===== src/rtl/vec_addsub.sv =====
`default_nettype none
// ============================================================================
//  Module   : vec_addsub
//  Purpose  : Element-wise signed vector add/subtract. Pops operand vectors
//             from an upstream FWFT FIFO, computes all elements in parallel
//             into one stage register, then queues the results in a small
//             first-word-fall-through output buffer.
//  Ports    : clock      - rising-edge clock
//             reset      - asynchronous, active-low reset
//             x, y       - operand vectors at the upstream FIFO head
//             op         - 0: x+y, 1: x-y (travels with the head word)
//             in_empty   - upstream FIFO holds no vector
//             in_rd_en   - pops the upstream head
//             out        - output buffer head (zero while empty)
//             out_ovf    - per-element overflow flags of the head
//             out_empty  - output buffer holds no vector
//             out_rd_en  - pops the output buffer head
//             out_count  - vectors held in the output buffer
//  Revision : 1.0 - initial release
// ============================================================================
module vec_addsub #(
   parameter int DATA_WIDTH = 32,
   parameter int ARRAY_SIZE = 3,
   parameter int OUT_DEPTH  = 4,   // power of two, >= 2
   parameter int SATURATE   = 0
) (
   input  logic                                        clock,
   input  logic                                        reset,
   input  logic signed [ARRAY_SIZE-1:0][DATA_WIDTH-1:0] x,
   input  logic signed [ARRAY_SIZE-1:0][DATA_WIDTH-1:0] y,
   input  logic                                        op,
   input  logic                                        in_empty,
   output logic                                        in_rd_en,
   output logic signed [ARRAY_SIZE-1:0][DATA_WIDTH-1:0] out,
   output logic        [ARRAY_SIZE-1:0]                out_ovf,
   output logic                                        out_empty,
   input  logic                                        out_rd_en,
   output logic        [$clog2(OUT_DEPTH):0]           out_count
);

   localparam int c_ptr_w = $clog2(OUT_DEPTH);
   localparam logic [c_ptr_w-1:0] c_ptr_one = 1;
   localparam logic [c_ptr_w:0]   c_cnt_one = 1;
   localparam logic [c_ptr_w+1:0] c_depth   = (c_ptr_w+2)'(OUT_DEPTH);
   localparam logic [DATA_WIDTH-1:0] c_max  = {1'b0, {(DATA_WIDTH-1){1'b1}}};
   localparam logic [DATA_WIDTH-1:0] c_min  = {1'b1, {(DATA_WIDTH-1){1'b0}}};

   typedef logic [ARRAY_SIZE-1:0][DATA_WIDTH-1:0] vec_t;

   // ------------------------------------------------------------------------
   // Reset release synchroniser: the pop path stays idle until the
   // de-assertion of reset has been seen on two clock edges.
   // ------------------------------------------------------------------------
   logic [1:0] r_rst_sync;
   logic       w_run;

   always_ff @(posedge clock or negedge reset) begin
      if (!reset) r_rst_sync <= 2'b00;
      else        r_rst_sync <= {r_rst_sync[0], 1'b1};
   end

   assign w_run = r_rst_sync[1];

   // ------------------------------------------------------------------------
   // Element arithmetic at DATA_WIDTH+1 bits; overflow when the two top bits
   // of the widened result disagree.
   // ------------------------------------------------------------------------
   vec_t                  w_result;
   logic [ARRAY_SIZE-1:0] w_ovf;

   genvar gi;
   generate
      for (gi = 0; gi < ARRAY_SIZE; gi++) begin : g_elem
         logic [DATA_WIDTH:0]   w_wide;
         logic [DATA_WIDTH-1:0] w_res;

         always_comb begin
            if (op) w_wide = {x[gi][DATA_WIDTH-1], x[gi]} - {y[gi][DATA_WIDTH-1], y[gi]};
            else    w_wide = {x[gi][DATA_WIDTH-1], x[gi]} + {y[gi][DATA_WIDTH-1], y[gi]};
         end

         assign w_ovf[gi] = w_wide[DATA_WIDTH] ^ w_wide[DATA_WIDTH-1];

         // The true sign of an overflowed result is the top (extra) bit.
         always_comb begin
            w_res = w_wide[DATA_WIDTH-1:0];
            if ((SATURATE != 0) && w_ovf[gi])
               w_res = w_wide[DATA_WIDTH] ? c_min : c_max;
         end

         assign w_result[gi] = w_res;
      end
   endgenerate

   // ------------------------------------------------------------------------
   // Credit check: the stage register counts against buffer space so a
   // popped vector always has a slot waiting for it.
   // ------------------------------------------------------------------------
   logic                  r_stage_valid;
   vec_t                  r_stage_data;
   logic [ARRAY_SIZE-1:0] r_stage_ovf;
   logic [c_ptr_w:0]      r_count;
   logic [c_ptr_w+1:0]    w_used;

   assign w_used   = {1'b0, r_count} + {{(c_ptr_w+1){1'b0}}, r_stage_valid};
   assign in_rd_en = w_run && !in_empty && (w_used < c_depth);

   always_ff @(posedge clock or negedge reset) begin
      if (!reset) begin
         r_stage_valid <= 1'b0;
         r_stage_data  <= '0;
         r_stage_ovf   <= '0;
      end else begin
         r_stage_valid <= in_rd_en;
         if (in_rd_en) begin
            r_stage_data <= w_result;
            r_stage_ovf  <= w_ovf;
         end
      end
   end

   // ------------------------------------------------------------------------
   // Output buffer. Pointers wrap naturally because OUT_DEPTH is a power of
   // two. Reads while empty are masked so they never move the read pointer.
   // ------------------------------------------------------------------------
   vec_t                  r_mem_data [OUT_DEPTH];
   logic [ARRAY_SIZE-1:0] r_mem_ovf  [OUT_DEPTH];
   logic [c_ptr_w-1:0]    r_wr_ptr;
   logic [c_ptr_w-1:0]    r_rd_ptr;
   logic                  w_wr;
   logic                  w_rd;

   assign w_wr = r_stage_valid;
   assign w_rd = out_rd_en && (r_count != '0);

   always_ff @(posedge clock) begin
      if (w_wr) begin
         r_mem_data[r_wr_ptr] <= r_stage_data;
         r_mem_ovf[r_wr_ptr]  <= r_stage_ovf;
      end
   end

   always_ff @(posedge clock or negedge reset) begin
      if (!reset) begin
         r_wr_ptr <= '0;
         r_rd_ptr <= '0;
         r_count  <= '0;
      end else begin
         if (w_wr) r_wr_ptr <= r_wr_ptr + c_ptr_one;
         if (w_rd) r_rd_ptr <= r_rd_ptr + c_ptr_one;
         if (w_wr && !w_rd)      r_count <= r_count + c_cnt_one;
         else if (!w_wr && w_rd) r_count <= r_count - c_cnt_one;
      end
   end

   // Memory is not reset, so the head is masked to zero while empty.
   assign out_empty = (r_count == '0);
   assign out_count = r_count;
   assign out       = out_empty ? '0 : r_mem_data[r_rd_ptr];
   assign out_ovf   = out_empty ? '0 : r_mem_ovf[r_rd_ptr];

endmodule
`default_nettype wire


===== config.mk =====
export PLATFORM = sky130hd
export DESIGN_NAME = vec_addsub
export DESIGN_NICKNAME = d
export VERILOG_FILES = /design/src/rtl/vec_addsub.sv
export SDC_FILE = /design/constraint.sdc
export NUM_CORES = 1
export LEC_CHECK = 0
export CORE_ASPECT_RATIO = 1.2
export CORE_MARGIN = 2
export CORE_UTILIZATION = 47
export CTS_CLUSTER_DIAMETER = 30
export DETAILED_ROUTE_END_ITERATION = 16
export PLACE_DENSITY = 0.69
export RECOVER_POWER = 50
export SLEW_MARGIN = 10
export SYNTH_ARGS = -nofsm -noshare
export SYNTH_HDL_FRONTEND = slang
export SYNTH_SLANG_ARGS = --single-unit

===== constraint.sdc =====
create_clock -name clock -period 3.75 [get_ports clock]
set_input_delay 0.375 -clock clock [delete_from_list [all_inputs] [get_ports clock]]
set_output_delay 0.375 -clock clock [all_outputs]
set_load 0.01 [all_outputs]

==> qor.csv <==
stage;metric;value;unit
cells_and_area;Final nets;3072;
worst_hold_path;hold_sp;y[0];
global_routing;GRT overflow;0;
cells_and_area;Fillers;3928;
flow_run;max cap viols;4;
placed_design;DP Cell Count;3342;
pwr;VDD IR max;417.2;uV
cells_and_area;P&R area growth vs syn;41.71;%
cells_and_area;Final Non-Filler Cells;3553;
floorplan;Die X;217.6;um
pwr;LEAKAGE;14.53;nW
pwr;total power;0.02446;W
sta;Max-Slew Margin vs Limit;-70.61;%
synth;Post-synth EDFFs;396;
global_routing;gr usage total;24.86;%
detailed_routing;First-pass DRT Iterations;5;
cts;H-Tree Depth;3;
cts;clock tree buffer depth;3;
setup_path;Critical Setup Path Class;input pin to register;
cts;CTS tree;done;
pwr;PwrDens;670.7;nW/um^2
synth;ys async rst share;21.58;%
status;failing checks;max-capacitance violations, max-slew violations;
synth;main area contributors after synthesis;edfxtp_1 46%, dfrtp_1 11%, mux4_2 8.7%, ha_1 5.1%, xnor2_1 4.4%;
sta;final hold vios;0;
synth;Synth Register Bits;505;
synth;post-synth top area share;46.21;%
setup_path;worst r2r dst;r_mem_data[0][95]$_DFFE_PP_;
setup_path;R2R Setup Slk;0.29;ns
global_routing;initial antenna violation count;10;
setup_path;crit-path max cell delay;0.53;ns
synth;main flop type after synthesis;edfxtp_1;
sta;Clock Skews;0.03297;ns
worst_hold_path;Hold EP;r_stage_data[0]$_DFFE_PN0P_;
detailed_routing;WL final;70.02;mm
placed_design;routability cong.;0.9038;
detailed_routing;routed vias/inst;5.385;
cts;clock sink count;505;
sta;final hold slack;0.2198;ns
synth;YS warnings;0;
cts;CTS buffer count;82;
cells_and_area;layout cell share with drive strength beyond 1;30.30;%
sta;ratio of final minimum period to clock period;99.54;%
worst_hold_path;Hold Path Class;input pin to register;
synth;Seq/Total Area, Yosys;56.81;%
setup_path;slowest CP cell;o41a_1;
placed_design;detailed placement HPWL;49.22;mm
global_routing;largest net degree at the start of global routing;103;
cts;Skew-Pair Late Insertion Delay;0.61;ns
status;outcome;finished, violations left;
setup_path;crit path max fanout;5;
detailed_routing;drt wl/cell;19.71;um
synth;post-synthesis cell count;1996;
cts;clock slew seen by the registers of the worst setup and hold paths;0.05;ns
worst_hold_path;Hold Path Stages;4;
cells_and_area;most common cell after layout, fill and taps aside;buf_4;
floorplan;Ports;301;
setup_path;Worst R2R Start;r_wr_ptr[0]$_DFFE_PN0P_;
detailed_routing;Initial DRC Count;1198;
synth;Synth cell types;74;
detailed_routing;drt drc;0;
sta;max-slew violations;146;
floorplan;core area;53880;um^2
setup_path;Worst R2R Path Depth;4;
floorplan;Cell Rows;93;
floorplan;Starting Density;47.76;%
placed_design;port bufs;300;
synth;Cell Area, Synth;25730;um^2
sta;Fmax;267.9;MHz
sta;RSZ-0062 raised after global routing;true;
synth;Syn Nets;2301;
setup_path;critical path capture point type;register;
floorplan;die height;260.3;um
sta;final period demand of the worst path;3.733;ns
global_routing;global-route wire length before repair;107.5;mm
sta;Worst Tran Pin Value;2.558;ns
cts;root buffer selected by CTS;clkbuf_16;
cells_and_area;commonest non-fill, non-tap cells in the layout;438 x buf_4, 396 x edfxtp_1, 256 x clkdlybuf4s50_1, 165 x nand2_1, 125 x xnor2_1;
setup_path;startpoint types;input pin;
detailed_routing;antenna viol nets, final;0;
setup_path;critical path arrival;4.22;ns
setup_path;crit-path cells;dlygate4sd2_1 > nor3b_2 > buf_4 > nand3b_1 > buf_4 > o21bai_4 > xor2_1 > ha_1 > a21o_1 > a22o_1 > a31oi_2 > nor3b_4 > a211oi_2 > o41a_1 > a2111oi_4 > nor3_2 > xnor3_1 > o21ai_1;
synth;Post-Syn Area per Cell;12.89;um^2
setup_path;Critical Path Most Common Cell;buf_4;
global_routing;vias in the first global route;19990;
floorplan;Die ar.;56640;um^2
synth;post-synth top area cell;edfxtp_1;
sta;final setup vio count;0;
setup_path;required time worst endpoint;4.24;ns
detailed_routing;via count;19130;
-- what timing repair did --
| item | 4_1_cts | 5_1_grt |
|---|---|---|
| pin swaps | 82 | 99 |
| gates cloned | 0 | 0 |
| hold buffers | 1 | 0 |
| setup buffers | 33 | 22 |
| endpoints found under the hold margin | 60 | 0 |
| endpoints found under the setup margin | 22 | 24 |
| resized for setup | 99 | 137 |
-- critical path, delay by kind of cell --
kind | cells | cell delay (ns)
AND/OR/NAND/NOR | 4 | 0.72
XOR/XNOR | 2 | 0.35
AO/OA/AOI/OAI | 8 | 1.82
buffers and inverters | 3 | 0.66
adder cells (fa/ha/maj) | 1 | 0.28
-- sequential cells by signal, summed over array words and instances, names as in the netlist --
signal / count
r_mem_data: 384
r_rst_sync: 2
r_stage_ovf: 3
r_mem_ovf: 12
r_rd_ptr: 2
r_stage_data: 96
r_wr_ptr: 2
r_stage_valid: 1
out_count: 3
-- where the power goes --
group	internal (W)	switching, W	total [W]
Sequential	0.00763	0.000942	0.00858
Combinational	0.00451	0.00383	0.00833
Clock	0.00476	0.00279	0.00755
-- cells in the mapped netlist, drive strengths merged, types with 15 or more instances --
cell / n
a21o: 54
a21oi: 124
a31oi: 23
and2: 106
clkbuf: 61
dfrtp: 109
edfxtp: 396
ha: 104
inv: 47
mux4: 99
nand2: 167
nand3: 29
nor2: 117
nor3: 30
nor4: 15
o21ai: 128
xnor2: 130
xor2: 48
-- area by class of cell --
class	instances	area, um^2	share of cell area [%]
Tap cell	712	890.9	2.443
Multi-Input combinational cell	1370	11330	31.08
Sequential cell	505	14630	40.11
Inverter	47	196.4	0.5387
Timing Repair Buffer	761	6558	17.98
Clock buffer	95	2173	5.960
Clock inverter	57	671.9	1.843
Antenna cell	6	15.01	0.04118
-- logic make-up (layout without fill, tap and decap cells) --
| family | after synthesis | after routing | share of synthesized area [%] |
|---|---|---|---|
| AOI/OAI and AO/OA | 419 | 419 | 9.891 |
| xor gates and xnor gates | 180 | 180 | 6.234 |
| adders and majority gates | 108 | 108 | 5.368 |
| buffers and inverters | 121 | 960 | 1.770 |
| DFF | 505 | 505 | 56.81 |
| muxes | 104 | 104 | 8.869 |
| other | 1 | 7 | 0.01457 |
| and+or+nand+nor | 558 | 558 | 11.04 |
-- worst max path at each step --
stage,slack [ns],depth (start not counted),from,endpoint
after floorplan,-0.33,16,y[65],r_stage_ovf[2]$_DFFE_PN0P_
after global placement,-0.95,17,y[33],r_stage_ovf[1]$_DFFE_PN0P_
after detailed placement,-1.13,17,y[33],r_stage_ovf[1]$_DFFE_PN0P_
after CTS,0.0007,22,y[1],r_stage_ovf[0]$_DFFE_PN0P_
after global routing,-0.14,21,y[32],r_stage_data[63]$_DFFE_PN0P_
final,0.02,18,y[35],r_stage_ovf[1]$_DFFE_PN0P_
-- through the flow --
stage | setup slack [ns] | utilization, % | area (um^2) | TNS, ns
after floorplan | -0.3252 | - | 25940 | -0.4409
after global placement | -0.9538 | 60.81 | 32760 | -26.81
after detailed placement | -1.132 | 60.81 | 32760 | -29.67
after CTS | 0.0006701 | 66.86 | 36020 | 0
after global routing | -0.1442 | 67.67 | 36460 | -0.8079
final | 0.01717 | 67.68 | 36460 | 0
-- layer usage --
metal	vias up	routed length (um)	track usage (%)
met2	521	36460	44.34
met5	-	46	0
met3	132	4226	5.338
met1	9402	26700	28.71
li1	9069	-	-
met4	8	2577	11.05
Note: power is estimated with default switching activity, not from simulation.
